$ cat src/rtl/memory_board_pkg.sv
// memory_board_pkg: shared FSM state type, LFSR tap masks and clog2 helper.
package memory_board_pkg;
  typedef enum logic [1:0] {IDLE, GEN, SHOW, PLAY} state_t;
  localparam logic [7:0] TAPS8 = 8'hB8;
  localparam logic [15:0] TAPS16 = 16'hB400;
  localparam logic [31:0] TAPS32 = 32'h8020_0003;
  function automatic int clog2(input int v);
    int r;
    r = 0;
    while ((1 << r) < v) r++;
    return r;
  endfunction
  function automatic logic [31:0] taps(input int w);
    return w == 8 ? 32'(TAPS8) : w == 16 ? 32'(TAPS16) : TAPS32;
  endfunction
endpackage

$ cat src/rtl/memory_board_gen_lfsr.sv
// lfsr_gen: free-running Fibonacci LFSR with synchronous seed load; zero seeds become 1.
module lfsr_gen
  import memory_board_pkg::*;
#(
  parameter int WIDTH = 16,
  parameter logic [WIDTH-1:0] SEED = 16'hACE1
) (
  input  logic             clk,
  input  logic             reset,
  input  logic             load,
  input  logic [WIDTH-1:0] load_val,
  output logic [WIDTH-1:0] q
);
  localparam logic [WIDTH-1:0] TAPS = WIDTH'(taps(WIDTH));
  localparam logic [WIDTH-1:0] INIT = SEED == '0 ? WIDTH'(1) : SEED;
  always_ff @(posedge clk)
    if (reset) q <= INIT;
    else if (load) q <= load_val == '0 ? WIDTH'(1) : load_val;
    else q <= {q[WIDTH-2:0], ^(q & TAPS)};
endmodule

$ cat src/rtl/memory_board_gen.sv
// memory_board_gen: builds a random ROWSxCOLS board with num_lit tiles, shows it, then holds it for play.
// Define MEMORY_BOARD_SEED_EN to add the runtime seed/seed_load ports.
module memory_board_gen
  import memory_board_pkg::*;
#(
  parameter int ROWS = 4,
  parameter int COLS = 4,
  parameter int LFSR_W = 16,
  parameter int MAX_LIT = 8,
  parameter int SHOW_CYCLES = 50_000_000,
  parameter logic [LFSR_W-1:0] SEED = 16'hACE1
) (
  input  logic                            clk,
  input  logic                            reset,
  input  logic                            start,
  input  logic [clog2(MAX_LIT+1)-1:0]     num_lit,
  input  logic                            round_ack,
  output logic [ROWS*COLS-1:0]            board,
  output logic                            show,
  output logic                            ready,
  output logic                            busy
`ifdef MEMORY_BOARD_SEED_EN
  ,
  input  logic [LFSR_W-1:0]               seed,
  input  logic                            seed_load
`endif
);
  localparam int N = ROWS * COLS;
  localparam int IDX_W = clog2(N);
  localparam int LIT_W = clog2(MAX_LIT + 1);
  localparam int SC_W = clog2(SHOW_CYCLES + 1);
  state_t state;
  logic [LIT_W-1:0] cnt, target;
  logic [SC_W-1:0] sc;
  logic [LFSR_W-1:0] lfsr, ld_val;
  logic [IDX_W-1:0] idx;
  logic [N-1:0] mask;
  logic ld, accept, done, unused_lfsr;
`ifdef MEMORY_BOARD_SEED_EN
  assign ld = seed_load;
  assign ld_val = seed;
`else
  assign ld = 1'b0;
  assign ld_val = '0;
`endif
  lfsr_gen #(.WIDTH(LFSR_W), .SEED(SEED)) u_lfsr (
    .clk(clk), .reset(reset), .load(ld), .load_val(ld_val), .q(lfsr)
  );
  assign unused_lfsr = ^lfsr;
  assign idx = lfsr[IDX_W-1:0];
  assign mask = N'(1) << idx;
  // Out-of-range indices and already-lit tiles are rejected; GEN retries next cycle.
  assign accept = state == GEN && cnt != target && int'(idx) < N && (board & mask) == '0;
  assign done = cnt == target || (accept && cnt + LIT_W'(1) == target);
  assign show = state == SHOW;
  assign ready = state == PLAY;
  assign busy = state == GEN || state == SHOW;
  always_ff @(posedge clk)
    if (reset) begin
      state <= IDLE;
      board <= '0;
      cnt <= '0;
      target <= '0;
      sc <= '0;
    end else begin
      unique case (state)
        IDLE: if (start) begin
          state <= GEN;
          board <= '0;
          cnt <= '0;
          target <= num_lit > LIT_W'(MAX_LIT) ? LIT_W'(MAX_LIT) : num_lit;
        end
        GEN: begin
          if (accept) begin
            board <= board | mask;
            cnt <= cnt + LIT_W'(1);
          end
          if (done) begin
            state <= SHOW;
            sc <= SC_W'(SHOW_CYCLES - 1);
          end
        end
        SHOW: if (sc == '0) state <= PLAY;
              else sc <= sc - SC_W'(1);
        PLAY: if (round_ack) state <= IDLE;
      endcase
    end
endmodule
$ cat config.mk
export PLATFORM = sky130hd
export DESIGN_NAME = memory_board_gen
export DESIGN_NICKNAME = d
export VERILOG_FILES = /design/src/rtl/memory_board_pkg.sv /design/src/rtl/memory_board_gen_lfsr.sv /design/src/rtl/memory_board_gen.sv
export SDC_FILE = /design/constraint.sdc
export NUM_CORES = 1
export LEC_CHECK = 0
export ABC_AREA = 1
export CAP_MARGIN = 20
export CORE_MARGIN = 4
export CORE_UTILIZATION = 59
export CTS_CLUSTER_DIAMETER = 150
export DETAILED_ROUTE_END_ITERATION = 6
export PLACE_DENSITY = 0.84
export SLEW_MARGIN = 20
export SYNTH_ARGS = -nofsm -noshare
export SYNTH_HDL_FRONTEND = slang
export SYNTH_SLANG_ARGS = --single-unit
$ cat constraint.sdc
create_clock -name clk -period 2.12 [get_ports clk]
set_input_delay 0.636 -clock clk [delete_from_list [all_inputs] [get_ports clk]]
set_output_delay 0.636 -clock clk [all_outputs]
set_load 0.02 [all_outputs]
==> results of run 1 <==
-- critical path, delay by kind of cell, from the launching register on --
| family | cells | cell delay, ns |
|---|---|---|
| buffers and inverters | 2 | 0.37 |
| DFF | 1 | 0.37 |
| adders and majority gates | 1 | 0.31 |
-- per-layer routing --
metal,part of all wire [%],GRT usage [%],routed length (um)
met3,4.8,4.28,424
met5,0,0,0
met4,2.4,10.9,208
met1,45,30.2,3920
met2,48,39.6,4220
-- area by class of cell --
cell class              instances  area (um^2)  share of cell area (%)
multi-input cells             397         2090                    47.6
clock buffers                  10          138                    3.13
repair buffers                 45          447                    10.2
well taps                      77         96.3                    2.19
inverters                      57          216                    4.92
flip-flops and latches         68         1370                    31.1
clock inverters                 6         40.0                   0.911
-- metrics by stage --
stage          instance area, um^2  std cells  hold WS (ns)  utilization (%)
2_1_floorplan                 3820        547         0.388                -
3_3_place_gp                  4120        640         0.394             65.3
3_5_place_dp                  4120        640         0.394             65.3
4_1_cts                       4300        656         0.411             68.1
5_1_grt                       4400        660         0.428             69.6
6_report                      4400        660         0.409             69.6
-- state kept, by name, summed over array words and instances, names as in the netlist --
name and cells:
sc 26, state 2, u_lfsr.q 16, cnt 4
board 16, target 4
-- cell usage after synthesis, drive strengths merged, types with 6 or more instances --
cell	instances	share of area (%)
nand2	110	11
xnor2	7	1.6
xor2	9	2.1
inv	56	5.6
nor2	85	8.8
a21oi	48	7.3
nand4	12	2.0
clkbuf	8	0.79
or2	17	2.8
nand3	83	12
dfxtp	68	36
ha	6	2.0
buf	17	4.1
-- report_power, final --
group	leakage (nW)	total, mW	internal [mW]	switching [mW]
combinational	1.15	3.08	1.19	1.89
sequential	0.558	1.70	1.49	0.213
clock	0.0920	0.969	0.453	0.515
total	1.80	5.75	3.13	2.62
-- cells by family (layout without fill, tap and decap cells) --
kind of cell    Yosys count  in the layout  share of synthesized area (%)
buf+inv                  82            118                           10.5
simple gates            318            318                           39.2
xor+xnor                 16             16                           3.67
fa+ha+maj                 6              6                           1.97
flops                    68             68                           35.6
compound gates           57             57                           8.98
-- worst paths after layout --
check	from	to	slack, ns
setup / recovery	state[1]	busy	0.09
hold / removal	u_lfsr.q[8]	u_lfsr.q[9]	0.41
setup reg to reg	cnt[1]	sc[4]	0.14
hold reg to reg	u_lfsr.q[8]	u_lfsr.q[9]	0.41
-- repair_timing --
| action | 4_1_cts | 5_1_grt |
|---|---|---|
| buffers inserted | 0 | 2 |
| gates cloned | 0 | 2 |
| pin swaps | 0 | 4 |
| endpoints found under the setup margin | 3 | 35 |
| resized for setup | 5 | 14 |
==> impl_metrics.xml, run 1 <==
<?xml version="1.0" encoding="UTF-8"?>
<metrics>
  <group name="run_status">
    <metric name="run_status" unit="">complete, no violations</metric>
  </group>
  <group name="global_routing">
    <metric name="antenna_found_initial" unit="">0</metric>
    <metric name="grt_pass1_wl" unit="um">14800</metric>
    <metric name="grt_pass1_vias" unit="">3341</metric>
    <metric name="globalRouteOverflowTotal" unit="">0</metric>
    <metric name="gr-usage-all-layers" unit="%">23.9</metric>
    <metric name="grt_start_max_net_pins" unit="">27</metric>
  </group>
  <group name="critical_path">
    <metric name="ff2ff_path_depth" unit="">10</metric>
    <metric name="worst_path_max_delay_cell" unit="">dfxtp_1</metric>
    <metric name="critical_path.max_stage_delay" unit="ns">0.37</metric>
    <metric name="crit_path_max_fanout" unit="">3</metric>
    <metric name="critical_path.cell_chain" unit="">inv_1 &gt; ha_1 &gt; clkdlybuf4s15_2</metric>
    <metric name="worstSetupPathType" unit="">reg2out</metric>
    <metric name="timing.critical_path.to_type" unit="">primary output</metric>
    <metric name="element_type_at_the_critical_path_start" unit="">register</metric>
    <metric name="timing.critical_path.required" unit="ns">1.48</metric>
    <metric name="crit_arrival" unit="ns">1.40</metric>
  </group>
  <group name="timing">
    <metric name="layout_worst_path_cycle_share" unit="%">95.9</metric>
    <metric name="clock.fmax" unit="MHz">492</metric>
    <metric name="timing_hold_violations_final" unit="">0</metric>
    <metric name="skew" unit="ns">0.0113</metric>
    <metric name="timing.setup.tns" unit="ns">0</metric>
    <metric name="slew_headroom" unit="%">71.2</metric>
    <metric name="final_max_slew_viol_count" unit="">0</metric>
    <metric name="final_period_minus_worst_setup_slack" unit="ns">2.03</metric>
    <metric name="worst_tran_pin_value" unit="ns">0.432</metric>
    <metric name="fin_ws" unit="ns">0.0874</metric>
    <metric name="finalSetupViolCount" unit="">0</metric>
  </group>
  <group name="synth">
    <metric name="synth.yosys.seq_area_share" unit="%">35.6</metric>
    <metric name="mappedNetlistArea" unit="mm^2">0.00382</metric>
    <metric name="synth_fp_nets" unit="">561</metric>
    <metric name="synthArstFlopShare" unit="%">0</metric>
    <metric name="ys_types" unit="">35</metric>
    <metric name="synthesis.instances" unit="">547</metric>
    <metric name="synthesis.area_per_instance" unit="um^2">6.98</metric>
    <metric name="synth_edf_count" unit="">0</metric>
    <metric name="synthesis.yosys.warnings" unit="">0</metric>
    <metric name="synth_top_flop_cell" unit="">dfxtp_1</metric>
    <metric name="ys_ff_latch" unit="">68</metric>
  </group>
  <group name="floorplanning">
    <metric name="floorplan_core_area" unit="mm^2">0.00631</metric>
    <metric name="die_ar" unit="mm^2">0.00782</metric>
    <metric name="fp-row-count" unit="">29</metric>
    <metric name="ios" unit="">27</metric>
    <metric name="floorplan.initialDensity" unit="%">60.5</metric>
    <metric name="chipWidth" unit="um">88.5</metric>
    <metric name="floorplan.die.height" unit="um">88.5</metric>
  </group>
  <group name="detailed_routing">
    <metric name="drt-wirelength-per-cell" unit="um">13.3</metric>
    <metric name="vias" unit="">3616</metric>
    <metric name="wl" unit="um">8770</metric>
    <metric name="drc" unit="">0</metric>
    <metric name="vias_per_cell" unit="">5.48</metric>
    <metric name="detail_route.iter0.violations" unit="">241</metric>
    <metric name="postRouteAntennaNets" unit="">0</metric>
    <metric name="dr.pass1.iters" unit="">6</metric>
  </group>
  <group name="power_and_ir_drop">
    <metric name="cellPowerDensity" unit="mW/mm^2">1310</metric>
    <metric name="leakage_power_summed_over_all_cells" unit="nW">1.80</metric>
    <metric name="power.ir.vdd_worst" unit="uV">866</metric>
    <metric name="power.total" unit="mW">5.75</metric>
  </group>
  <group name="place">
    <metric name="port_buffers" unit="">26</metric>
    <metric name="globalplace.congestion" unit="">0.933</metric>
    <metric name="pre_cts_slack" unit="ns">0.0406</metric>
    <metric name="dp.final_hpwl" unit="um">5960</metric>
  </group>
  <group name="cells_and_area">
    <metric name="share_of_cells_above_drive_strength_1" unit="%">17.0</metric>
    <metric name="layout.cells.most_common_list" unit="">107 x nand2_1, 80 x nor2_1, 71 x nand3_1</metric>
    <metric name="layout-area-overhead-vs-synth" unit="%">15.1</metric>
    <metric name="nNetsFinal" unit="">592</metric>
    <metric name="layout.cells.most_common" unit="">nand2_1</metric>
    <metric name="antenna_cells_inserted" unit="">0</metric>
    <metric name="nFillCells" unit="">514</metric>
  </group>
  <group name="cts">
    <metric name="numCtsBuffers" unit="">9</metric>
    <metric name="clock_tree.root_cell" unit="">clkbuf_8</metric>
    <metric name="clock_pin_slew_of_the_registers_on_the_worst_case_setup_and_hold_paths" unit="ns">0.07</metric>
    <metric name="cts_tree" unit="">yes</metric>
    <metric name="cts_buffer_depth" unit="">2</metric>
    <metric name="maximum_level_of_the_cts_h_tree" unit="">3</metric>
    <metric name="cts_hold_repair.buffers" unit="">0</metric>
    <metric name="clock-sinks" unit="">68</metric>
    <metric name="clk_latency" unit="ns">0.35</metric>
  </group>
  <group name="worst_hold_path">
    <metric name="hp-class" unit="">reg2reg</metric>
    <metric name="hold_depth" unit="">2</metric>
  </group>
  <group name="run">
    <metric name="timing.max_cap.violations" unit="">0</metric>
  </group>
</metrics>
No activity file was read; power rests on OpenSTA's default activity.
==> run 2, diff against run 1 <==
--- a/config.mk
+++ b/config.mk
@@ -11,6 +11,7 @@
 export CORE_UTILIZATION = 59
 export CTS_CLUSTER_DIAMETER = 150
 export DETAILED_ROUTE_END_ITERATION = 6
+export MAX_ROUTING_LAYER = met4
 export PLACE_DENSITY = 0.84
 export SLEW_MARGIN = 20
 export SYNTH_ARGS = -nofsm -noshare
==> run 2 against run 1 <==
Via count fell by 0.36%. Power is 2.5% higher. Clock power rose by 24%. Count of clock-buffer cells in the layout unchanged. Maximum frequency fell by 0.30%. Worst setup slack got worse by 0.0061 ns. Register-to-register slack lost 0.03 ns. Sequential power barely moved. Non-clock buffer count increased by 1. Die area stayed put. Clock skew decreased by 0.0037 ns. Critical endpoint is now show. Largest power group unchanged.
==> impl_metrics.xml, run 2 (same netlist as run 1, synthesis figures left out) <==
<?xml version="1.0" encoding="UTF-8"?>
<metrics>
  <group name="worst_hold_path">
    <metric name="hold_depth" unit="">1</metric>
    <metric name="hp-class" unit="">reg2reg</metric>
  </group>
  <group name="global_routing">
    <metric name="groute.layer.met1.usage" unit="%">31.2</metric>
    <metric name="gr-usage-met3" unit="%">5.12</metric>
    <metric name="groute.layer.met2.usage" unit="%">39.9</metric>
    <metric name="gr-usage-all-layers" unit="%">24.9</metric>
    <metric name="grt_start_max_net_pins" unit="">27</metric>
    <metric name="grt_pass1_vias" unit="">3320</metric>
    <metric name="antenna_found_initial" unit="">0</metric>
    <metric name="globalRouteOverflowTotal" unit="">0</metric>
    <metric name="grt_pass1_wl" unit="um">15000</metric>
    <metric name="grt_busiest_layer" unit="">met2</metric>
  </group>
  <group name="critical_path">
    <metric name="timing.critical_path.required" unit="ns">1.48</metric>
    <metric name="timing.critical_path.to_type" unit="">primary output</metric>
    <metric name="worstSetupPathType" unit="">reg2out</metric>
    <metric name="element_type_at_the_critical_path_start" unit="">register</metric>
    <metric name="crit_arrival" unit="ns">1.40</metric>
    <metric name="crit_path_max_fanout" unit="">4</metric>
    <metric name="worst_path_max_delay_cell" unit="">dfxtp_1</metric>
    <metric name="critical_path.max_stage_delay" unit="ns">0.39</metric>
    <metric name="ff2ff_path_depth" unit="">13</metric>
    <metric name="critical_path.cell_chain" unit="">inv_1 &gt; ha_1 &gt; dlygate4sd2_1</metric>
  </group>
  <group name="timing">
    <metric name="slew_headroom" unit="%">70.4</metric>
    <metric name="final_max_slew_viol_count" unit="">0</metric>
    <metric name="grt_setup_unrepaired" unit="">yes</metric>
    <metric name="timing_hold_violations_final" unit="">0</metric>
    <metric name="finalSetupViolCount" unit="">0</metric>
    <metric name="clock.fmax" unit="MHz">491</metric>
    <metric name="final_period_minus_worst_setup_slack" unit="ns">2.04</metric>
    <metric name="skew" unit="ns">0.00759</metric>
    <metric name="fin_ws" unit="ns">0.0813</metric>
    <metric name="timing.setup.tns" unit="ns">0</metric>
    <metric name="layout_worst_path_cycle_share" unit="%">96.2</metric>
    <metric name="worst_tran_pin_value" unit="ns">0.444</metric>
  </group>
  <group name="cells_and_area">
    <metric name="largestRegisters" unit="">sc (26), board (16), u_lfsr.q (16)</metric>
    <metric name="final_cell_area" unit="mm^2">0.00440</metric>
    <metric name="antenna_cells_inserted" unit="">0</metric>
    <metric name="layout.cells.most_common_list" unit="">107 x nand2_1, 80 x nor2_1, 71 x nand3_1</metric>
    <metric name="nNetsFinal" unit="">593</metric>
    <metric name="largest-register" unit="">sc</metric>
    <metric name="layout.cells.most_common" unit="">nand2_1</metric>
    <metric name="number_of_flip_flops_under_the_largest_register_name" unit="">26</metric>
    <metric name="share_of_cells_above_drive_strength_1" unit="%">16.3</metric>
    <metric name="layout-area-overhead-vs-synth" unit="%">15.2</metric>
    <metric name="finish.utilization" unit="%">69.7</metric>
  </group>
  <group name="floorplanning">
    <metric name="floorplan_core_area" unit="mm^2">0.00631</metric>
    <metric name="floorplan.die.height" unit="um">88.5</metric>
    <metric name="ios" unit="">27</metric>
    <metric name="floorplan.initialDensity" unit="%">60.5</metric>
    <metric name="chipWidth" unit="um">88.5</metric>
    <metric name="die_ar" unit="mm^2">0.00782</metric>
    <metric name="fp-row-count" unit="">29</metric>
  </group>
  <group name="run">
    <metric name="timing.max_cap.violations" unit="">0</metric>
  </group>
  <group name="place">
    <metric name="pre_cts_slack" unit="ns">0.0920</metric>
    <metric name="port_buffers" unit="">26</metric>
    <metric name="dp.final_hpwl" unit="um">6040</metric>
    <metric name="globalplace.congestion" unit="">0.917</metric>
    <metric name="postPlaceCellArea" unit="mm^2">0.00412</metric>
  </group>
  <group name="detailed_routing">
    <metric name="postRouteAntennaNets" unit="">0</metric>
    <metric name="vias" unit="">3603</metric>
    <metric name="vias_per_cell" unit="">5.45</metric>
    <metric name="dr.pass1.iters" unit="">5</metric>
    <metric name="detail_route.iter0.violations" unit="">260</metric>
    <metric name="wl" unit="um">8690</metric>
    <metric name="drc" unit="">0</metric>
    <metric name="drt-wirelength-per-cell" unit="um">13.1</metric>
  </group>
  <group name="cts">
    <metric name="cts_tree" unit="">yes</metric>
    <metric name="cts_buffer_depth" unit="">2</metric>
    <metric name="clk_latency" unit="ns">0.34</metric>
    <metric name="maximum_level_of_the_cts_h_tree" unit="">3</metric>
    <metric name="numCtsBuffers" unit="">9</metric>
    <metric name="clock-sinks" unit="">68</metric>
    <metric name="cts_hold_repair.buffers" unit="">0</metric>
    <metric name="clock_pin_slew_of_the_registers_on_the_worst_case_setup_and_hold_paths" unit="ns">0.07</metric>
    <metric name="clock_tree.root_cell" unit="">clkbuf_8</metric>
  </group>
  <group name="power_and_ir_drop">
    <metric name="leakage_power_summed_over_all_cells" unit="nW">1.81</metric>
    <metric name="power.ir.vdd_worst" unit="uV">968</metric>
    <metric name="cellPowerDensity" unit="mW/mm^2">1340</metric>
  </group>
  <group name="run_status">
    <metric name="run_status" unit="">complete, no violations</metric>
  </group>
</metrics>
## run 2: cell types whose count changed in the layout (fill, tap and decap cells not counted), sizes merged
cell | previous run | this run
clkinvlp | 1 | 0
bufinv | 0 | 2
clkinv | 6 | 5
clkdlybuf4s15 | 1 | 0
buf | 19 | 21
## run 2: power breakdown
group	total [mW]	switching, mW	internal [mW]
Combinational	2.99	1.85	1.15
Clock	1.20	0.503	0.694
Sequential	1.70	0.217	1.49
## run 2: layout make-up
cell class	count	area (um^2)
multi-input cells	397	2080
inverters	57	216
flip-flops and latches	68	1370
well taps	77	96.3
clock buffers	10	138
fillers	541	1910
repair buffers	46	418
clock inverters	6	87.6
## run 2: final timing paths
kind,from,to,slack [ns]
worst min-delay path,u_lfsr.q[9],u_lfsr.q[10],0.41
worst max register to register,cnt[0],state[1],0.11
worst min register to register,u_lfsr.q[9],u_lfsr.q[10],0.41
worst max-delay path,state[0],show,0.08
## run 2: routing by layer
metal,vias to the layer above,routed length [um]
met5,-,0
met4,0,118
met3,13,482
met2,109,4170
met1,1648,3920
li1,1833,-
## run 2: worst max-delay path: cells and delay by family (launching register included)
family	cells	cell delay [ns]
adders and majority gates	1	0.25
buffers and inverters	2	0.42
DFF	1	0.39
## run 2: repair_timing
action,CTS,global route
setup endpoints to repair,3,34
pin swaps,0,3
gates cloned,0,0
setup buffers,0,4
resized for setup,3,10
## run 2: per-stage QoR
stage | power, mW | hold slack (ns) | cells
final | 5.89 | 0.411 | 661
after detailed placement | 4.58 | 0.397 | 641
after floorplan | 3.98 | 0.388 | 547
after global placement | 4.50 | 0.395 | 641
after CTS | 5.79 | 0.412 | 657
after global routing | 6.39 | 0.425 | 661
==> run 3, diff against run 2 <==
--- a/config.mk
+++ b/config.mk
@@ -13,7 +13,9 @@
 export DETAILED_ROUTE_END_ITERATION = 6
 export MAX_ROUTING_LAYER = met4
 export PLACE_DENSITY = 0.84
+export SKIP_CTS_REPAIR_TIMING = 1
 export SLEW_MARGIN = 20
 export SYNTH_ARGS = -nofsm -noshare
 export SYNTH_HDL_FRONTEND = slang
+export SYNTH_HIERARCHICAL = 1
 export SYNTH_SLANG_ARGS = --single-unit
==> run 3 against run 2 <==
Wire length rose by 6.1%. Via count up 10%. Sequential power is essentially flat. First-iteration DRC count up 8.5%. Count of clock-buffer cells in the layout rose by 4. Design area is 4.9% higher. Critical path type unchanged. Critical endpoint is now busy. Highest routed layer unchanged.
==> impl_metrics.xml, run 3 <==
<?xml version="1.0" encoding="UTF-8"?>
<metrics>
  <group name="run_status">
    <metric name="run_status" unit="">complete, no violations</metric>
  </group>
  <group name="detailed_routing">
    <metric name="drc" unit="">0</metric>
    <metric name="detail_route.iter0.violations" unit="">282</metric>
    <metric name="vias" unit="">3978</metric>
    <metric name="postRouteAntennaNets" unit="">0</metric>
    <metric name="dr.pass1.iters" unit="">4</metric>
    <metric name="drt-wirelength-per-cell" unit="um">12.3</metric>
    <metric name="vias_per_cell" unit="">5.31</metric>
    <metric name="wl" unit="um">9210</metric>
  </group>
  <group name="synth">
    <metric name="synth_top_cell_by_area" unit="">dfxtp_1</metric>
    <metric name="synthArstFlopShare" unit="%">0</metric>
    <metric name="synthesis.area_per_instance" unit="um^2">6.43</metric>
    <metric name="synthesis.yosys.warnings" unit="">6</metric>
    <metric name="synth.most_common_cell" unit="">nand2_1</metric>
    <metric name="synth.yosys.seq_area_share" unit="%">35.0</metric>
    <metric name="ys_top_cells_by_area" unit="">dfxtp_1 35%, nand2_1 13%, nand3_1 11%, nor2_1 9.6%, a21oi_1 6.0%</metric>
    <metric name="synth_top_flop_cell" unit="">dfxtp_1</metric>
    <metric name="synth_edf_count" unit="">0</metric>
    <metric name="mappedNetlistArea" unit="mm^2">0.00389</metric>
    <metric name="yosys-top-cells-count" unit="">138 x nand2_1, 100 x nor2_1, 88 x nand3_1</metric>
    <metric name="ys_types" unit="">31</metric>
    <metric name="synthesis.instances" unit="">606</metric>
    <metric name="ys_ff_latch" unit="">68</metric>
    <metric name="yosys.area.top_type_share" unit="%">35.0</metric>
  </group>
  <group name="place">
    <metric name="dp.final_hpwl" unit="um">6370</metric>
    <metric name="pre_cts_slack" unit="ns">0.0944</metric>
    <metric name="port_buffers" unit="">26</metric>
    <metric name="globalplace.congestion" unit="">0.861</metric>
  </group>
  <group name="cts">
    <metric name="cts_buffer_depth" unit="">2</metric>
    <metric name="numCtsBuffers" unit="">9</metric>
    <metric name="clock_tree.root_cell" unit="">clkbuf_8</metric>
    <metric name="clk_latency" unit="ns">0.35</metric>
    <metric name="clock-sinks" unit="">68</metric>
    <metric name="clock_pin_slew_of_the_registers_on_the_worst_case_setup_and_hold_paths" unit="ns">0.07</metric>
    <metric name="maximum_level_of_the_cts_h_tree" unit="">3</metric>
    <metric name="cts_tree" unit="">yes</metric>
  </group>
  <group name="critical_path">
    <metric name="crit_path_max_fanout" unit="">4</metric>
    <metric name="timing.critical_path.to_type" unit="">primary output</metric>
    <metric name="worstSetupPathType" unit="">reg2out</metric>
    <metric name="timing.critical_path.required" unit="ns">1.48</metric>
    <metric name="element_type_at_the_critical_path_start" unit="">register</metric>
    <metric name="cp.depth" unit="">3</metric>
    <metric name="critical_path.max_stage_delay" unit="ns">0.39</metric>
    <metric name="critical_path.top_delay_family" unit="">flip-flops</metric>
    <metric name="ff2ff_path_depth" unit="">10</metric>
    <metric name="setup.reg_to_reg.worst_slack" unit="ns">0.16</metric>
    <metric name="worstReg2RegEnd" unit="">sc[20]</metric>
    <metric name="cp.buffers_inverters" unit="">2</metric>
    <metric name="endpoint" unit="">busy</metric>
    <metric name="crit-reg2reg-launch" unit="">cnt[0]</metric>
    <metric name="critical_path.cell_chain" unit="">inv_1 &gt; ha_1 &gt; dlymetal6s2s_1</metric>
    <metric name="worst_path_max_delay_cell" unit="">dfxtp_1</metric>
    <metric name="crit_arrival" unit="ns">1.39</metric>
    <metric name="setup.worst_path.start" unit="">state[0]</metric>
  </group>
  <group name="power_and_ir_drop">
    <metric name="leakage_power_summed_over_all_cells" unit="nW">2.03</metric>
    <metric name="comb_power_share" unit="%">53.1</metric>
    <metric name="power.ir.vdd_worst" unit="uV">862</metric>
    <metric name="cellPowerDensity" unit="mW/mm^2">1250</metric>
    <metric name="cell_internal_pwr" unit="mW">3.20</metric>
    <metric name="sw_frac_of_total" unit="%">44.8</metric>
    <metric name="p_clk_share" unit="%">17.7</metric>
    <metric name="total_switching_power" unit="mW">2.59</metric>
    <metric name="p_seq_share" unit="%">29.2</metric>
  </group>
  <group name="timing">
    <metric name="timing_hold_violations_final" unit="">0</metric>
    <metric name="finalSetupViolCount" unit="">0</metric>
    <metric name="layout_worst_path_cycle_share" unit="%">95.5</metric>
    <metric name="timing.setup.tns" unit="ns">0</metric>
    <metric name="final_period_minus_worst_setup_slack" unit="ns">2.02</metric>
    <metric name="clock.fmax" unit="MHz">494</metric>
    <metric name="fin_ws" unit="ns">0.0962</metric>
    <metric name="final_max_slew_viol_count" unit="">0</metric>
    <metric name="skew" unit="ns">0.00619</metric>
  </group>
  <group name="floorplanning">
    <metric name="fp-row-count" unit="">29</metric>
    <metric name="chipWidth" unit="um">89.2</metric>
    <metric name="ios" unit="">27</metric>
    <metric name="floorplan.initialDensity" unit="%">61.0</metric>
    <metric name="floorplan.die.height" unit="um">89.2</metric>
    <metric name="floorplan_core_area" unit="mm^2">0.00639</metric>
    <metric name="die_ar" unit="mm^2">0.00796</metric>
  </group>
  <group name="cells_and_area">
    <metric name="layout.cells.most_common" unit="">nand2_1</metric>
    <metric name="antenna_cells_inserted" unit="">0</metric>
    <metric name="nNetsFinal" unit="">682</metric>
    <metric name="largest-register" unit="">sc</metric>
    <metric name="layout-area-overhead-vs-synth" unit="%">18.5</metric>
    <metric name="largestRegisters" unit="">sc (26), board (16), u_lfsr/q (16)</metric>
    <metric name="number_of_flip_flops_under_the_largest_register_name" unit="">26</metric>
    <metric name="share_of_cells_above_drive_strength_1" unit="%">8.33</metric>
    <metric name="layout.cells.most_common_list" unit="">137 x nand2_1, 100 x nor2_1, 88 x nand3_1</metric>
  </group>
  <group name="global_routing">
    <metric name="globalRouteOverflowTotal" unit="">0</metric>
    <metric name="gr-usage-all-layers" unit="%">25.4</metric>
    <metric name="grt_pass1_vias" unit="">3620</metric>
    <metric name="grt_pass1_wl" unit="um">15800</metric>
    <metric name="antenna_found_initial" unit="">0</metric>
    <metric name="grt_start_max_net_pins" unit="">27</metric>
  </group>
  <group name="worst_hold_path">
    <metric name="hp-class" unit="">reg2reg</metric>
  </group>
  <group name="run">
    <metric name="timing.max_cap.violations" unit="">0</metric>
  </group>
</metrics>
==> run 3: changes by cell type after synthesis, moves of 3 or more <==
cell	change
a21oi_1	+9
a21oi_2	-10
buf_4	+4
buf_6	-3
nand2_1	+31
nand3_1	+17
nand3_2	-12
nor2_1	+20
o21ai_0	+6
or2_2	-7
==> run 3: cell families (layout without fill, tap and decap cells) <==
kind of cell | Yosys count | count (layout) | synth area share [%]
xor gates and xnor gates | 16 | 16 | 3.60
DFF | 68 | 68 | 35.0
adders and majority gates | 6 | 6 | 1.93
buffers and inverters | 87 | 121 | 9.90
other | 1 | 33 | 0.0963
AOI/OAI and AO/OA | 63 | 63 | 8.84
and+or+nand+nor | 365 | 365 | 40.7
==> run 3: worst register-to-register path: stages, from the launching register on <==
cell and delay, ns:
dfxtp_2 0.34, ha_1 0.33, xor2_1 0.16, nor2_1 0.10
nand3_1 0.08, nor2_1 0.16, nand3_1 0.15, nand2_4 0.14
buf_8 0.17, nand3_1 0.09, a21oi_1 0.16
==> run 3: area by class of cell <==
type | count | area (um^2)
clock buffers | 14 | 183
inverters | 60 | 234
multi-input cells | 483 | 2280
fillers | 527 | 1770
well taps | 77 | 96.3
clock inverters | 1 | 5.00
flip-flops and latches | 68 | 1370
repair buffers | 46 | 449
==> run 3: routing by layer <==
layer | vias to the layer above | wire length (um) | share of wire [%] | global-route usage, %
li1 | 2040 | - | - | -
met1 | 1774 | 4270 | 46 | 31.9
met2 | 146 | 4170 | 45 | 39.5
met3 | 18 | 592 | 6.4 | 5.16
met4 | 0 | 182 | 2.0 | 11.2
met5 | - | 0 | 0 | -
==> run 3: power by group through the flow <==
stage	clock (mW)	combinational, mW	sequential [mW]
after global placement	0	2.83	1.70
after detailed placement	0	2.92	1.71
after CTS	1.03	2.95	1.68
final	1.02	3.07	1.69
after global routing	1.09	3.44	1.72
after floorplan	0	2.23	1.67
==> run 3: how the worst min path moves through the flow <==
stage / cells past startpoint / end / from / slack [ns]
floorplan: 2 / u_lfsr/q[10] / u_lfsr/q[9] / 0.41
global placement: 2 / u_lfsr/q[10] / u_lfsr/q[9] / 0.41
detailed placement: 2 / u_lfsr/q[10] / u_lfsr/q[9] / 0.42
CTS: 2 / u_lfsr/q[10] / u_lfsr/q[9] / 0.44
global route: 2 / u_lfsr/q[10] / u_lfsr/q[9] / 0.47
finish: 2 / u_lfsr/q[10] / u_lfsr/q[9] / 0.44
==> run 3: per-stage QoR <==
stage	instances	power (mW)	instance area (um^2)	utilization, %	hold WS [ns]
2_1_floorplan	638	3.90	4010	-	0.406
3_3_place_gp	732	4.53	4360	68.3	0.409
3_5_place_dp	732	4.63	4360	68.3	0.419
4_1_cts	747	5.66	4550	71.3	0.440
5_1_grt	749	6.25	4620	72.3	0.469
6_report	749	5.79	4620	72.3	0.436
